## config.mk

```make
export PLATFORM = sky130hd
export DESIGN_NAME = game_flow_controller_flat
export DESIGN_NICKNAME = d
export VERILOG_FILES = /design/src/rtl/game_flow_controller_pkg.sv /design/src/rtl/game_flow_controller_if.sv /design/src/rtl/game_flow_controller_rise_edge.sv /design/src/rtl/game_flow_controller.sv /design/src/flat_wrapper.sv
export SDC_FILE = /design/constraint.sdc
export NUM_CORES = 1
export LEC_CHECK = 0
export ABC_CLOCK_PERIOD_IN_PS = 6200
export CAP_MARGIN = 5
export CORE_UTILIZATION = 64
export CTS_CLUSTER_DIAMETER = 60
export DETAILED_ROUTE_END_ITERATION = 10
export GPL_TIMING_DRIVEN = 0
export PLACE_DENSITY = 0.91
export SLEW_MARGIN = 20
export SYNTH_ARGS = -nofsm -noshare
export SYNTH_HDL_FRONTEND = slang
export SYNTH_HIERARCHICAL = 1
export SYNTH_SLANG_ARGS = --single-unit
```

## constraint.sdc

```tcl
create_clock -name clk -period 6.2 [get_ports clk]
set_clock_uncertainty 0.05 [all_clocks]
set_input_delay 0.93 -clock clk [delete_from_list [all_inputs] [get_ports clk]]
set_output_delay 0.93 -clock clk [all_outputs]
set_load 0.005 [all_outputs]
```

## src/rtl/game_flow_controller_pkg.sv

```systemverilog
// Shared definitions for the FlappyBox game sequencer: state encoding and small helpers.
// The encoding is also consumed by display_top/renderer, so values are fixed.
package game_flow_controller_pkg;

  typedef enum logic [2:0] {
    ST_INIT     = 3'd0,
    ST_IDLE     = 3'd1,
    ST_PLAYING  = 3'd2,
    ST_GAMEOVER = 3'd3,
    ST_HIT      = 3'd4,
    ST_PAUSED   = 3'd5
  } game_state_e;

  function automatic int maxInt(input int a, input int b);
    return (a > b) ? a : b;
  endfunction

endpackage

```

## src/rtl/game_flow_controller_if.sv

```systemverilog
// Button/collision inputs and renderer-facing outputs of the game sequencer.
// master = sequencer side, slave = environment (debouncers, collision detector, renderer).
interface game_flow_controller_if #(
  parameter int LIFE_W = 2
);
  logic              start;
  logic              up;
  logic              collision;
  logic [2:0]        game_state;
  logic              game_en;
  logic              game_reset;
  logic [LIFE_W-1:0] lives;

  modport master (
    input  start, up, collision,
    output game_state, game_en, game_reset, lives
  );

  modport slave (
    output start, up, collision,
    input  game_state, game_en, game_reset, lives
  );
endinterface

```

## src/rtl/game_flow_controller_rise_edge.sv

```systemverilog
// 1-bit rising-edge detector: pulse while the level is high and was low last cycle,
// so a held button produces exactly one event.
module rise_edge (
  input  logic clk,
  input  logic hard_reset_n,
  input  logic i_level,
  output logic o_pe
);
  logic r_levelQ;

  always_ff @(posedge clk or negedge hard_reset_n) begin
    if (!hard_reset_n) r_levelQ <= 1'b0;
    else               r_levelQ <= i_level;
  end

  assign o_pe = i_level & ~r_levelQ;
endmodule

```

## src/rtl/game_flow_controller.sv

```systemverilog
// FlappyBox game sequencer: INIT -> IDLE -> PLAYING (-> HIT grace) -> GAMEOVER with multiple lives.
// Optional pause (start button in PLAYING/HIT) is enabled by defining FLAPPY_PAUSE_EN.
module game_flow_controller
  import game_flow_controller_pkg::*;
#(
  parameter int INIT_TICKS  = 20_000_000,
  parameter int LIVES       = 3,
  parameter int GRACE_TICKS = 50_000_000
) (
  input logic               clk,
  input logic               hard_reset_n,
  game_flow_controller_if.master bus
);
  localparam int TIMER_W = $clog2(maxInt(INIT_TICKS, GRACE_TICKS) + 1);
  localparam int LIFE_W  = $clog2(LIVES + 1);
  localparam logic [TIMER_W-1:0] INIT_LOAD  = TIMER_W'(INIT_TICKS - 1);
  localparam logic [TIMER_W-1:0] GRACE_LOAD = TIMER_W'(GRACE_TICKS - 1);
  localparam logic [LIFE_W-1:0]  LIVES_LOAD = LIFE_W'(LIVES);

  game_state_e        r_state, w_state;
  logic [TIMER_W-1:0] r_timer, w_timer;
  logic [LIFE_W-1:0]  r_lives, w_lives;
  logic               r_gameEn, w_gameEn;
  logic               r_gameReset, w_gameReset;
  logic               w_startPe, w_upPe;
`ifdef FLAPPY_PAUSE_EN
  logic               r_retHit, w_retHit;
`endif

  rise_edge u_startEdge (
    .clk          (clk),
    .hard_reset_n (hard_reset_n),
    .i_level      (bus.start),
    .o_pe         (w_startPe)
  );

  rise_edge u_upEdge (
    .clk          (clk),
    .hard_reset_n (hard_reset_n),
    .i_level      (bus.up),
    .o_pe         (w_upPe)
  );

  always_ff @(posedge clk or negedge hard_reset_n) begin
    if (!hard_reset_n) begin
      r_state     <= ST_INIT;
      r_timer     <= INIT_LOAD;
      r_lives     <= '0;
      r_gameEn    <= 1'b0;
      r_gameReset <= 1'b0;
`ifdef FLAPPY_PAUSE_EN
      r_retHit    <= 1'b0;
`endif
    end else begin
      r_state     <= w_state;
      r_timer     <= w_timer;
      r_lives     <= w_lives;
      r_gameEn    <= w_gameEn;
      r_gameReset <= w_gameReset;
`ifdef FLAPPY_PAUSE_EN
      r_retHit    <= w_retHit;
`endif
    end
  end

  // Collision outranks a pause request in PLAYING; the dropped start edge is not remembered.
  always_comb begin
    w_state     = r_state;
    w_timer     = r_timer;
    w_lives     = r_lives;
    w_gameEn    = r_gameEn;
    w_gameReset = 1'b0;
`ifdef FLAPPY_PAUSE_EN
    w_retHit    = r_retHit;
`endif
    case (r_state)
      ST_INIT: begin
        w_gameEn = 1'b0;
        if (r_timer == '0) w_state = ST_IDLE;
        else               w_timer = r_timer - TIMER_W'(1);
      end
      ST_IDLE: begin
        if (w_upPe) begin
          w_state     = ST_PLAYING;
          w_gameEn    = 1'b1;
          w_lives     = LIVES_LOAD;
          w_gameReset = 1'b1;
        end
      end
      ST_PLAYING: begin
        if (bus.collision) begin
          if (r_lives > LIFE_W'(1)) begin
            w_lives = r_lives - LIFE_W'(1);
            w_state = ST_HIT;
            w_timer = GRACE_LOAD;
          end else begin
            w_lives  = '0;
            w_state  = ST_GAMEOVER;
            w_gameEn = 1'b0;
          end
        end
`ifdef FLAPPY_PAUSE_EN
        else if (w_startPe) begin
          w_state  = ST_PAUSED;
          w_gameEn = 1'b0;
          w_retHit = 1'b0;
        end
`endif
      end
      ST_HIT: begin
`ifdef FLAPPY_PAUSE_EN
        if (w_startPe) begin
          w_state  = ST_PAUSED;
          w_gameEn = 1'b0;
          w_retHit = 1'b1;
        end else
`endif
        if (r_timer == '0) w_state = ST_PLAYING;
        else               w_timer = r_timer - TIMER_W'(1);
      end
      ST_GAMEOVER: begin
        w_gameEn = 1'b0;
        if (w_startPe) begin
          w_state     = ST_INIT;
          w_timer     = INIT_LOAD;
          w_gameReset = 1'b1;
        end
      end
`ifdef FLAPPY_PAUSE_EN
      ST_PAUSED: begin
        if (w_startPe) begin
          w_state  = r_retHit ? ST_HIT : ST_PLAYING;
          w_gameEn = 1'b1;
        end
      end
`endif
      default: begin
        w_state  = ST_INIT;
        w_timer  = INIT_LOAD;
        w_gameEn = 1'b0;
      end
    endcase
  end

  always_comb begin
    bus.game_state = r_state;
    bus.game_en    = r_gameEn;
    bus.game_reset = r_gameReset;
    bus.lives      = r_lives;
  end
endmodule

```

## src/flat_wrapper.sv

```systemverilog
// flat-port wrapper written by rule: the top's interface ports become plain ports
module game_flow_controller_flat import game_flow_controller_pkg::*;
#(
  parameter int INIT_TICKS  = 20_000_000,
  parameter int LIVES       = 3,
  parameter int GRACE_TICKS = 50_000_000
)
  (clk, hard_reset_n, bus_start, bus_up, bus_collision, bus_game_state, bus_game_en, bus_game_reset, bus_lives);
  game_flow_controller_if #(.LIFE_W((2))) bus_i ();
  input logic clk;
  input logic hard_reset_n;
  input wire logic [$bits(bus_i.start)-1:0] bus_start;
  input wire logic [$bits(bus_i.up)-1:0] bus_up;
  input wire logic [$bits(bus_i.collision)-1:0] bus_collision;
  output wire logic [$bits(bus_i.game_state)-1:0] bus_game_state;
  output wire logic [$bits(bus_i.game_en)-1:0] bus_game_en;
  output wire logic [$bits(bus_i.game_reset)-1:0] bus_game_reset;
  output wire logic [$bits(bus_i.lives)-1:0] bus_lives;
  assign bus_i.start = bus_start;
  assign bus_i.up = bus_up;
  assign bus_i.collision = bus_collision;
  assign bus_game_state = bus_i.game_state;
  assign bus_game_en = bus_i.game_en;
  assign bus_game_reset = bus_i.game_reset;
  assign bus_lives = bus_i.lives;
  game_flow_controller #(.INIT_TICKS(INIT_TICKS), .LIVES(LIVES), .GRACE_TICKS(GRACE_TICKS)) u_core (.clk(clk), .hard_reset_n(hard_reset_n), .bus(bus_i));
endmodule
```

# After elaboration in Yosys (flattened, before gate mapping)
# Cells that the tools add are included.
[totals]
register_bits = 35
latchBits = 0
ram_bits = 0
mem_bits_ro = 0
output_inout_bits = 7
mem_count = 0
[classes]
add_sub_neg = 2
n_mul = 0
div_mod_pow = 0
n_lt_le_gt_ge = 1
eq_ne = 12
shift = 0
n_mux = 23
bitwise_logic = 6
reduce_logical = 8
[ops]
columns = ["operator", "count"]
rows = [
  ["26-bit 2-to-1 mux", 4],
  ["26-bit case mux with 4 select lines", 1],
  ["26-bit logical NOT", 1],
  ["26-bit by 1-bit subtractor with 26-bit output, second input constant", 1],
  ["3-bit 2-to-1 mux", 6],
  ["3-bit case mux with 5 select lines", 1],
  ["2-bit != test, second input constant", 5],
  ["5-bit AND reduction", 2],
  ["3-bit by 2-bit == test with 1-bit output, second input constant", 2],
  ["2-bit 2-to-1 mux", 3],
  ["2-bit by 1-bit != test with 1-bit output, second input constant", 3],
  ["1-bit 2-to-1 mux", 5],
  ["1-bit NOT", 4],
  ["2-bit case mux with 2 select lines", 1],
  ["4-bit AND reduction", 1],
  ["3-bit by 1-bit == test with 1-bit output, second input constant", 1],
  ["3-bit == test, second input constant", 1],
  ["3-bit logical NOT", 1],
  ["1-bit case mux with 3 select lines", 1],
  ["3-bit AND reduction", 1],
  ["1-bit AND", 2],
  ["2-bit by 1-bit greater-than comparator with 1-bit output, second input constant", 1],
  ["1-bit case mux with 2 select lines", 1],
  ["2-bit nonzero test", 1],
  ["2 further kinds", 2],
]

# Logic depth before layout (Yosys ltp)
# Gate-level depths: netlist of run 1.
[depth]
ltp_word = 4
mapped_depth = 9
mapped_depth_nobuf = 7

# By module
# The synthesis of run 1 kept the hierarchy.
[modules_own_cells]
columns = ["mod", "instances", "cells_each", "area_each_um2"]
rows = [
  ["game_flow_controller", 1, 240, 2125.8],
  ["rise_edge", 2, 2, 38.8],
]

# Worst setup path before layout of run 1
# OpenSTA, ideal clock, no wires.
[synth_path]
path_type = "in2reg"
start = "input port bus_start"
end = "register u_core.r_timer[9]"
setup_time_ns = 0.095
arrival_ns = 2.247
path_slack_ns = 3.807
path_stages = 8
path_cell_list = "nor2b_4 nand2_1 a22oi_1 nor2_1 or2_1 buf_4 buf_6 o31ai_1"
[synth_between]
elab_chain_cells = 3
[synth_lines]
columns = ["element", "line_no", "source"]
rows = [
  ["start, declared", "flat_wrapper.sv:12", "input wire logic [$bits(bus_i.start)-1:0] bus_start;"],
  ["1-bit AND", "game_flow_controller_rise_edge.sv:16", "assign o_pe = i_level & ~r_levelQ;"],
  ["2-bit != test (no line)", "--", ""],
  ["5-bit AND reduction (no line)", "--", ""],
  ["end signal, assigned", "game_flow_controller.sv:56", "r_timer <= w_timer;"],
  ["end, declared", "game_flow_controller.sv:21", "logic [TIMER_W-1:0] r_timer, w_timer;"],
]
# Every way passes these cells.
# A chain may end at the register's enable or synchronous reset.

# Final worst setup path of run 1
[layout_path]
start = "input port bus_collision"
end = "register u_core.r_timer[5]"
[layout_between]
elab_chain_cells = 2
[layout_lines]
columns = ["element", "line_no", "source"]
rows = [
  ["start, declared", "flat_wrapper.sv:14", "input wire logic [$bits(bus_i.collision)-1:0] bus_collision;"],
  ["2-bit != test (no line)", "--", ""],
  ["5-bit AND reduction (no line)", "--", ""],
]
# Every way passes these cells.

==> results.py, run 1 <==
metrics = {
    "cts": {
        "htree_levels": 2,
        "clk_pin_slew_worst_paths_ps": 110,
        "cts_resized": 0,
        "cts_root_buf": "clkbuf_4",
        "cts_sinks": 35,
        "clock_latency_ps": 360,
        "postCtsSetupRepairBufs": 0,
        "numCtsBuffers": 5,
        "cts_tree": "yes",
        "hold_buffers": 0,
        "cts_buffer_depth": 2,
    },
    "final_layout": {
        "area_delta_synth_final_pct": 12.1,
        "layout-drive-gt1-share_pct": 15.9,
        "final_area_mm2": 0.00247,
        "multi_input_area_mm2": 0.00120,
        "layout.nets": 269,
        "fin_util_pct": 78.3,
        "seq_area_um2": 895,
        "diodes": 0,
        "final.fill_count": 219,
    },
    "drt": {
        "dr_total_vias": 2129,
        "wirelength_um": 5690,
        "drc": 0,
        "post_drt_wl_per_cell_um": 18.5,
        "firstDrtPassIters": 6,
        "vias_per_cell": 6.91,
        "drtIter0Drc": 213,
        "ant_nets": 0,
    },
    "setup_path": {
        "critPathSlowestCell": "o21ai_1",
        "cp_max_fo": 10,
        "cp-start-kind": "input pin",
        "slowest_delay_ps": 550,
        "rr_startpoint": "u_core/r_timer[1]",
        "crit_buf_inv": 2,
        "r2r-end": "u_core/r_timer[20]",
        "required_ps": 6450,
        "cp.arrival_ps": 3110,
        "reg2reg_slack_ps": 3460,
        "critical_path_class": "in -> reg",
        "r2r_cells": 7,
        "cp-end-kind": "flop",
        "path_cells": "clkdlybuf4s50_1, nand2_1, a22oi_1, o21ai_1, clkbuf_1, o311ai_0, o31a_1",
        "critPathTopFamily": "compound AO/OA/AOI/OAI gates",
    },
    "synth": {
        "synth_most_common_cell": "nand2_1",
        "synth-edff-count": 0,
        "post_synth_instance_area_mm2": 0.00220,
        "yosys.area.top_type": "dfrtp_1",
        "synth_xor_area_share_pct": 0,
        "synthAdderAreaFrac_pct": 0.568,
        "synthCells": 244,
        "ys_seq_elements": 35,
        "synth-simple-area-share_pct": 30.7,
        "avgSynthCellArea_um2": 9.03,
        "synth.net_count": 250,
        "synth_top_family_by_area": "simple AND/OR/NAND/NOR gates",
        "yosys-top-cells-area": "dfrtp_1, dfstp_2, nand2_1",
        "synth_ff_type": "dfrtp_1",
        "synthTopCellsByCount": "nand2_1, dfrtp_1, nor2_1",
        "synthMuxAreaShare_pct": 1.42,
        "synth_seq_area_share_pct": 40.6,
        "synth_top_area_share_pct": 22.7,
        "yosysWarnings": 6,
        "synth_compound_area_share_pct": 21.7,
        "async_flop_share_pct": 100,
        "synth_cell_types": 52,
    },
    "grt": {
        "grt_max_degree": 35,
        "grt_overflow": 0,
        "grt_pass1_wl_um": 9380,
        "antenna_found_initial": 0,
        "grt_pass1_vias": 2006,
        "grt_usage_pct": 35.7,
    },
    "floorplanning": {
        "num_rows": 20,
        "num_io_pins": 12,
        "die_area_mm2": 0.00368,
        "core_area_mm2": 0.00315,
        "die_h_um": 60.7,
        "die_w_um": 60.7,
        "start_util_pct": 69.9,
    },
    "placed_design": {
        "hpwl_um": 3860,
        "port_buffers": 11,
        "place.gp.congestion": 0.919,
        "post_dp_cell_area_mm2": 0.00238,
    },
    "timing": {
        "hold_ws_ps": 301,
        "final.setup.tns_ps": 0,
        "max_slew.worst_pin.slew_ps": 974,
        "relSlewSlack_pct": 34.6,
        "clock.fmax_mhz": 350,
        "setup_viol": 0,
        "fin_crit_sh_pct": 46.1,
        "fin_crit_ps": 2860,
        "finalMaxSlewViolations": 0,
        "rsz0062_at_grt": "false",
        "hold_viol": 0,
    },
    "power": {
        "peakVddDrop_mv": 0.215,
        "cellLeakagePower_uw": 0.000928,
        "power_density_mw_per_mm2": 215,
    },
    "outcome": {
        "status": "finished, final reports clean",
    },
    "flow_run": {
        "drv_cap": 0,
    },
    "worst_hold_path": {
        "hp-class": "in -> async",
    },
}
-- state kept, by name, indices dropped and copies added (netlist names) --
| signal | cells |
|---|---|
| u_core/u_upEdge/r_levelQ | 1 |
| u_core/bus.game_reset | 1 |
| u_core/bus.game_en | 1 |
| u_core/bus.game_state | 3 |
| u_core/r_timer | 26 |
| u_core/u_startEdge/r_levelQ | 1 |
| u_core/bus.lives | 2 |
-- cell type report --
cell class / count / share of cell area (%)
Tap cell: 44 / 2.23
Buffer: 16 / 3.09
Timing Repair Buffer: 12 / 5.07
Sequential cell: 35 / 36.2
Inverter: 9 / 1.37
Clock buffer: 6 / 2.08
Clock inverter: 2 / 1.42
Multi-Input combinational cell: 184 / 48.5
-- logic make-up (layout without fill, tap and decap cells) --
kind of cell,count (synthesis),after routing
flops,35,35
simple gates,112,112
mux,3,3
buf+inv,25,45
compound gates,68,68
fa+ha+maj,1,1
-- layer usage --
layer / routed length, um / global-route usage (%) / vias to the layer above
met4: 223 / 21.1 / 0
met1: 2280 / 47.2 / 1001
met5: 0 / 0 / -
met2: 2640 / 52.4 / 142
met3: 537 / 10.0 / 35
li1: - / - / 951
-- cell usage in the layout, fill, tap and decap left out, drive strengths merged, types with 4 or more instances in the layout --
cell / count
a21oi: 13
a31oi: 7
buf: 6
clkbuf: 18
clkdlybuf4s50: 10
dfrtp: 20
dfstp: 15
inv: 9
nand2: 24
nand2b: 7
nand3: 12
nand3b: 5
nor2: 19
nor2b: 6
nor3: 11
nor4: 10
o21ai: 11
o22a: 4
o311ai: 4
o31a: 6
o31ai: 7
or2: 4
-- how the worst max path moves through the flow --
stage | slack, ps | from | cells after the start | end
floorplan | 3810 | bus_start | 8 | u_core/r_timer[9]
global placement | 3050 | bus_start | 8 | u_core/r_timer[13]
detailed placement | 3030 | bus_start | 8 | u_core/r_timer[13]
CTS | 3390 | bus_start | 9 | u_core/r_timer[9]
global route | 3130 | bus_collision | 7 | u_core/r_timer[9]
finish | 3340 | bus_collision | 7 | u_core/r_timer[5]
-- metrics by stage --
stage	total power (uW)	std cells	worst slack [ps]
finish	532	308	3340
global placement	352	299	3050
floorplan	334	244	3810
global route	552	308	3130
CTS	530	308	3390
detailed placement	358	300	3030
-- report_power, final --
group / total (uW) / switching [uW] / internal (uW)
combinational: 62.8 / 31.6 / 31.2
sequential: 294 / 32.5 / 262
clock: 175 / 79.5 / 95.2
total: 532 / 144 / 388
Note: power is estimated with default switching activity, not from simulation.
==> run 2, diff against run 1 <==
--- a/config.mk
+++ b/config.mk
@@ -5,13 +5,13 @@
 export SDC_FILE = /design/constraint.sdc
 export NUM_CORES = 1
 export LEC_CHECK = 0
-export ABC_CLOCK_PERIOD_IN_PS = 6200
+export ABC_CLOCK_PERIOD_IN_PS = 2510
 export CAP_MARGIN = 5
-export CORE_UTILIZATION = 64
+export CORE_UTILIZATION = 54
 export CTS_CLUSTER_DIAMETER = 60
 export DETAILED_ROUTE_END_ITERATION = 10
 export GPL_TIMING_DRIVEN = 0
-export PLACE_DENSITY = 0.91
+export PLACE_DENSITY = 0.83
 export SLEW_MARGIN = 20
 export SYNTH_ARGS = -nofsm -noshare
 export SYNTH_HDL_FRONTEND = slang
==> constraint.sdc (replaced) <==
create_clock -name clk -period 2.51 [get_ports clk]
set_clock_uncertainty 0.05 [all_clocks]
set_input_delay 0.3765 -clock clk [delete_from_list [all_inputs] [get_ports clk]]
set_output_delay 0.3765 -clock clk [all_outputs]
set_load 0.005 [all_outputs]
==> results.py, run 2 (synthesized netlist as in run 1, its figures left out) <==
metrics = {
    "outcome": {
        "status": "finished, final reports clean",
    },
    "power": {
        "p_sw_share_pct": 26.1,
        "seqPwrFrac_pct": 54.7,
        "peakVddDrop_mv": 0.370,
        "clkPwrFrac_pct": 33.9,
        "p_int_uw": 977,
        "power_density_mw_per_mm2": 521,
        "p_comb_share_pct": 11.4,
        "switching_power_uw": 344,
        "cellLeakagePower_uw": 0.000950,
    },
    "final_layout": {
        "layout.cells.non_filler": 315,
        "layout_commonest_cell": "nand2_1",
        "diodes": 0,
        "layout.nets": 272,
        "final_cell_mix": "nand2_1, dfrtp_1, nor2_1",
        "area_delta_synth_final_pct": 15.0,
        "final.fill_count": 311,
        "seq_area_um2": 895,
        "largest_reg_flops": 26,
        "regMostFlops": "u_core/r_timer",
        "final_area_mm2": 0.00253,
        "multi_input_area_mm2": 0.00121,
        "layout-drive-gt1-share_pct": 17.6,
    },
    "drt": {
        "vias_per_cell": 6.29,
        "drtIter0Drc": 227,
        "post_drt_wl_per_cell_um": 16.8,
        "dr_total_vias": 1981,
        "wirelength_um": 5300,
        "firstDrtPassIters": 6,
        "ant_nets": 0,
        "drc": 0,
    },
    "grt": {
        "grt_overflow": 0,
        "antenna_found_initial": 0,
        "grt_pass1_vias": 1807,
        "grt_pass1_wl_um": 9040,
        "grt_max_degree": 20,
        "grt_usage_pct": 28.2,
    },
    "floorplanning": {
        "start_util_pct": 58.0,
        "die_area_mm2": 0.00434,
        "die_w_um": 65.9,
        "core_area_mm2": 0.00380,
        "num_io_pins": 12,
        "die_h_um": 65.9,
        "num_rows": 22,
    },
    "cts": {
        "cts_root_buf": "clkbuf_8",
        "cts_tree": "yes",
        "numCtsBuffers": 5,
        "clock_latency_ps": 290,
        "htree_levels": 2,
        "clk_pin_slew_worst_paths_ps": 70,
        "cts_sinks": 35,
        "cts_buffer_depth": 2,
    },
    "timing": {
        "finalMaxSlewViolations": 0,
        "clock.fmax_mhz": 425,
        "rsz0062_at_grt": "false",
        "fin_crit_ps": 2350,
        "hold_viol": 0,
        "setup_viol": 0,
        "fin_crit_sh_pct": 93.8,
        "max_slew.worst_pin.slew_ps": 627,
        "relSlewSlack_pct": 57.9,
    },
    "setup_path": {
        "cp-end-kind": "flop",
        "cp.arrival_ps": 2530,
        "required_ps": 2690,
        "critical_path_class": "in -> reg",
        "cp_max_fo": 10,
        "cp-start-kind": "input pin",
    },
    "placed_design": {
        "place_inst": 304,
        "port_buffers": 11,
        "place.gp.congestion": 0.871,
        "hpwl_um": 3680,
        "post_dp_cell_area_mm2": 0.00240,
    },
    "worst_hold_path": {
        "hp-class": "reg -> reg",
    },
    "flow_run": {
        "drv_cap": 0,
    },
}
-- run 2: path summary, 6_finish.rpt --
| check | cells after the start | slack (ps) | startpoint | to |
|---|---|---|---|---|
| setup / recovery | 8 | 160 | bus_start | u_core/r_timer[13] |
| hold / removal | 2 | 460 | u_core/r_timer[1] | u_core/r_timer[1] |
| setup reg to reg | 9 | 170 | u_core/r_timer[0] | u_core/r_timer[22] |
| max in group asynchronous | 3 | 1400 | hard_reset_n | u_core/r_timer[11] |
| hold reg to reg | 2 | 460 | u_core/r_timer[1] | u_core/r_timer[1] |
| min in group asynchronous | 2 | 490 | hard_reset_n | u_core/bus.game_reset |
-- run 2: area by class of cell --
cell class	instances	area share [%]
Buffer	16	3.01
Clock buffer	8	3.95
Inverter	9	1.33
Multi-Input combinational cell	184	47.8
Sequential cell	35	35.3
Tap cell	48	2.37
Timing Repair Buffer	15	6.22
-- run 2: power by group through the flow --
stage	Clock (uW)	Combinational, uW	Sequential, uW
floorplan	0	110	716
global placement	0	141	728
detailed placement	0	149	729
CTS	460	151	720
global route	483	173	732
finish	448	151	722
-- run 2: layer usage --
layer	routed length (um)	track usage (%)	share of wire [%]	vias up
met5	0	0	0	-
met4	63	8.42	1.2	0
met3	449	7.41	8.5	7
met2	2460	41.7	46	87
met1	2320	39.9	44	935
li1	-	-	-	952
-- run 2: worst max-delay path: stages --
cell,delay (ps)
clkdlybuf4s50_1,490
nor2b_4,170
nand2_1,60
a22oi_1,370
nor2_2,160
clkbuf_1,290
o311ai_0,400
o31a_1,220
-- run 2: metrics by stage --
step | utilization, % | power, uW | hold slack [ps] | setup slack (ps) | TNS [ps]
2_1_floorplan | - | 826 | 30.9 | 484 | 0
3_3_place_gp | 62.5 | 869 | 429 | -103 | -423
3_5_place_dp | 63.1 | 878 | 282 | -157 | -729
4_1_cts | 66.1 | 1330 | 465 | 9.45 | 0
5_1_grt | 66.7 | 1390 | 494 | 70.5 | 0
6_report | 66.7 | 1320 | 463 | 156 | 0
-- run 2: repair_timing --
action | CTS | global route
buffers inserted | 0 | 2
gates resized for setup | 1 | 3
gates cloned | 0 | 0
hold buffers | 1 | 0
pin swaps | 0 | 1
setup endpoints to repair | 1 | 18
hold endpoints to repair | 12 | 0
==> run 3, diff against run 2 <==
--- a/config.mk
+++ b/config.mk
@@ -7,11 +7,13 @@
 export LEC_CHECK = 0
 export ABC_CLOCK_PERIOD_IN_PS = 2510
 export CAP_MARGIN = 5
-export CORE_UTILIZATION = 54
+export CORE_MARGIN = 4
+export CORE_UTILIZATION = 57
 export CTS_CLUSTER_DIAMETER = 60
 export DETAILED_ROUTE_END_ITERATION = 10
+export DONT_BUFFER_PORTS = 1
 export GPL_TIMING_DRIVEN = 0
-export PLACE_DENSITY = 0.83
+export PLACE_DENSITY = 0.82
 export SLEW_MARGIN = 20
 export SYNTH_ARGS = -nofsm -noshare
 export SYNTH_HDL_FRONTEND = slang
==> results.py, run 3 (synthesized netlist as in run 1, its figures left out) <==
metrics = {
    "outcome": {
        "status": "finished, final reports clean",
    },
    "timing": {
        "clock.fmax_mhz": 413,
        "hold_viol": 0,
        "max_slew.worst_pin.slew_ps": 604,
        "finalMaxSlewViolations": 0,
        "relSlewSlack_pct": 59.4,
        "setup_viol": 0,
        "fin_crit_ps": 2420,
        "rsz0062_at_grt": "false",
        "hold_ws_ps": 65.6,
        "final.setup.worst_slack_ps": 86.3,
        "fin_crit_sh_pct": 96.6,
    },
    "placed_design": {
        "hpwl_um": 3710,
        "dp_slack_ps": -37.4,
        "place.gp.congestion": 0.907,
        "port_buffers": 0,
        "place_inst": 292,
    },
    "power": {
        "seqPwrFrac_pct": 54.8,
        "p_int_uw": 970,
        "peakVddDrop_mv": 0.303,
        "cellLeakagePower_uw": 0.000919,
        "clkPwrFrac_pct": 34.2,
        "switching_power_uw": 353,
        "p_sw_share_pct": 26.7,
        "p_comb_share_pct": 11.0,
        "power_density_mw_per_mm2": 542,
        "power_uw": 1320,
    },
    "final_layout": {
        "diodes": 0,
        "area_delta_synth_final_pct": 10.7,
        "layout.nets": 263,
        "regMostFlops": "u_core/r_timer",
        "final_cell_mix": "nand2_1, dfrtp_1, nor2_1",
        "layout.cells.non_filler": 306,
        "layout_commonest_cell": "nand2_1",
        "largest_reg_flops": 26,
        "layout-drive-gt1-share_pct": 19.0,
    },
    "cts": {
        "clock_latency_ps": 290,
        "htree_levels": 2,
        "cts_buffer_depth": 2,
        "cts_tree": "yes",
        "cts_sinks": 35,
        "cts_root_buf": "clkbuf_8",
        "numCtsBuffers": 5,
        "clk_pin_slew_worst_paths_ps": 70,
    },
    "setup_path": {
        "cp-endpoint": "u_core/r_timer[5]",
        "r2r-end": "u_core/r_timer[5]",
        "required_ps": 2670,
        "cp-end-kind": "flop",
        "critical_path_class": "reg -> reg",
        "rr_startpoint": "u_core/bus.game_state[0]",
        "cp-start-kind": "flop",
        "cp.arrival_ps": 2590,
        "cp_max_fo": 10,
        "startpoint": "u_core/bus.game_state[0]",
        "reg2reg_slack_ps": 90,
        "r2r_cells": 7,
    },
    "floorplanning": {
        "num_io_pins": 12,
        "die_h_um": 70.2,
        "start_util_pct": 59.7,
        "core_area_mm2": 0.00369,
        "die_w_um": 70.2,
        "num_rows": 22,
        "die_area_mm2": 0.00492,
    },
    "grt": {
        "grt_pass1_wl_um": 9190,
        "grt_overflow": 0,
        "grt_max_degree": 36,
        "grt_pass1_vias": 1891,
        "antenna_found_initial": 0,
        "grt_usage_pct": 23.2,
    },
    "drt": {
        "drc": 0,
        "dr_total_vias": 2018,
        "drtIter0Drc": 293,
        "wirelength_um": 5470,
        "firstDrtPassIters": 7,
        "vias_per_cell": 6.59,
        "ant_nets": 0,
        "post_drt_wl_per_cell_um": 17.9,
    },
    "flow_run": {
        "drv_cap": 0,
    },
    "worst_hold_path": {
        "hp-class": "in -> reg",
    },
}
==> run 3: changes by cell type in the layout (fill, tap and decap cells not counted) <==
cell	previous run	this run
buf_2	2	1
nand2_1	24	23
nand2_2	0	1
buf_16	1	0
buf_12	0	1
clkdlybuf4s50_1	10	0
buf_4	4	6
==> run 3: final cells by class <==
cell class	instances	area (um^2)
multi-input cells	184	1210
well taps	48	60.1
plain buffers	16	76.3
inverters	9	33.8
repair buffers	6	60.1
flip-flops and latches	35	895
fillers	315	1250
clock buffers	8	100
==> run 3: how the worst min path moves through the flow <==
stage	startpoint	to	slack (ps)	depth (start not counted)
6_report	bus_up	u_core/u_upEdge/r_levelQ	70	0
5_1_grt	bus_up	u_core/u_upEdge/r_levelQ	50	0
4_1_cts	bus_up	u_core/u_upEdge/r_levelQ	60	0
3_5_place_dp	hard_reset_n	u_core/r_timer[17]	30	0
3_3_place_gp	hard_reset_n	u_core/r_timer[17]	30	0
2_1_floorplan	hard_reset_n	u_core/bus.game_en	30	0
==> run 3: through the flow <==
stage | instance area, um^2 | utilization (%) | TNS, ps
finish | 2440 | 66.1 | 0
global route | 2440 | 66.1 | 0
CTS | 2400 | 65.0 | 0
detailed placement | 2260 | 61.4 | -90.3
global placement | 2260 | 61.4 | 0
floorplan | 2200 | - | 0
==> run 3: what timing repair did <==
item | CTS | global route
pin swaps | 0 | 1
buffers inserted | 0 | 4
endpoints found under the setup margin | 4 | 19
gates resized for setup | 1 | 4
hold buffers | 2 | 0
hold endpoints to repair | 35 | 0
==> run 3: critical path: stages (launching register included) <==
cell and delay [ps]:
dfrtp_1 390, buf_2 180, nor2b_1 250, a22oi_1 190
o21ai_2 430, clkbuf_1 460, o311ai_0 240, o31a_1 150
==> run 3: per-layer routing <==
| layer | vias up | share of wire (%) | global-route usage (%) |
|---|---|---|---|
| met1 | 970 | 44 | 31.8 |
| met3 | 7 | 9.1 | 4.89 |
| met4 | 0 | 1.2 | 7.87 |
| met5 | - | 0 | 0 |
| met2 | 104 | 46 | 36.5 |
| li1 | 937 | - | - |
==> run 3: power groups by stage <==
stage                     clock network, uW  registers, uW  logic (uW)
after global routing                    489            734         166
after global placement                    0            731         123
after detailed placement                  0            732         129
final                                   452            725         146
after floorplan                           0            716         110
after CTS                               459            724         145
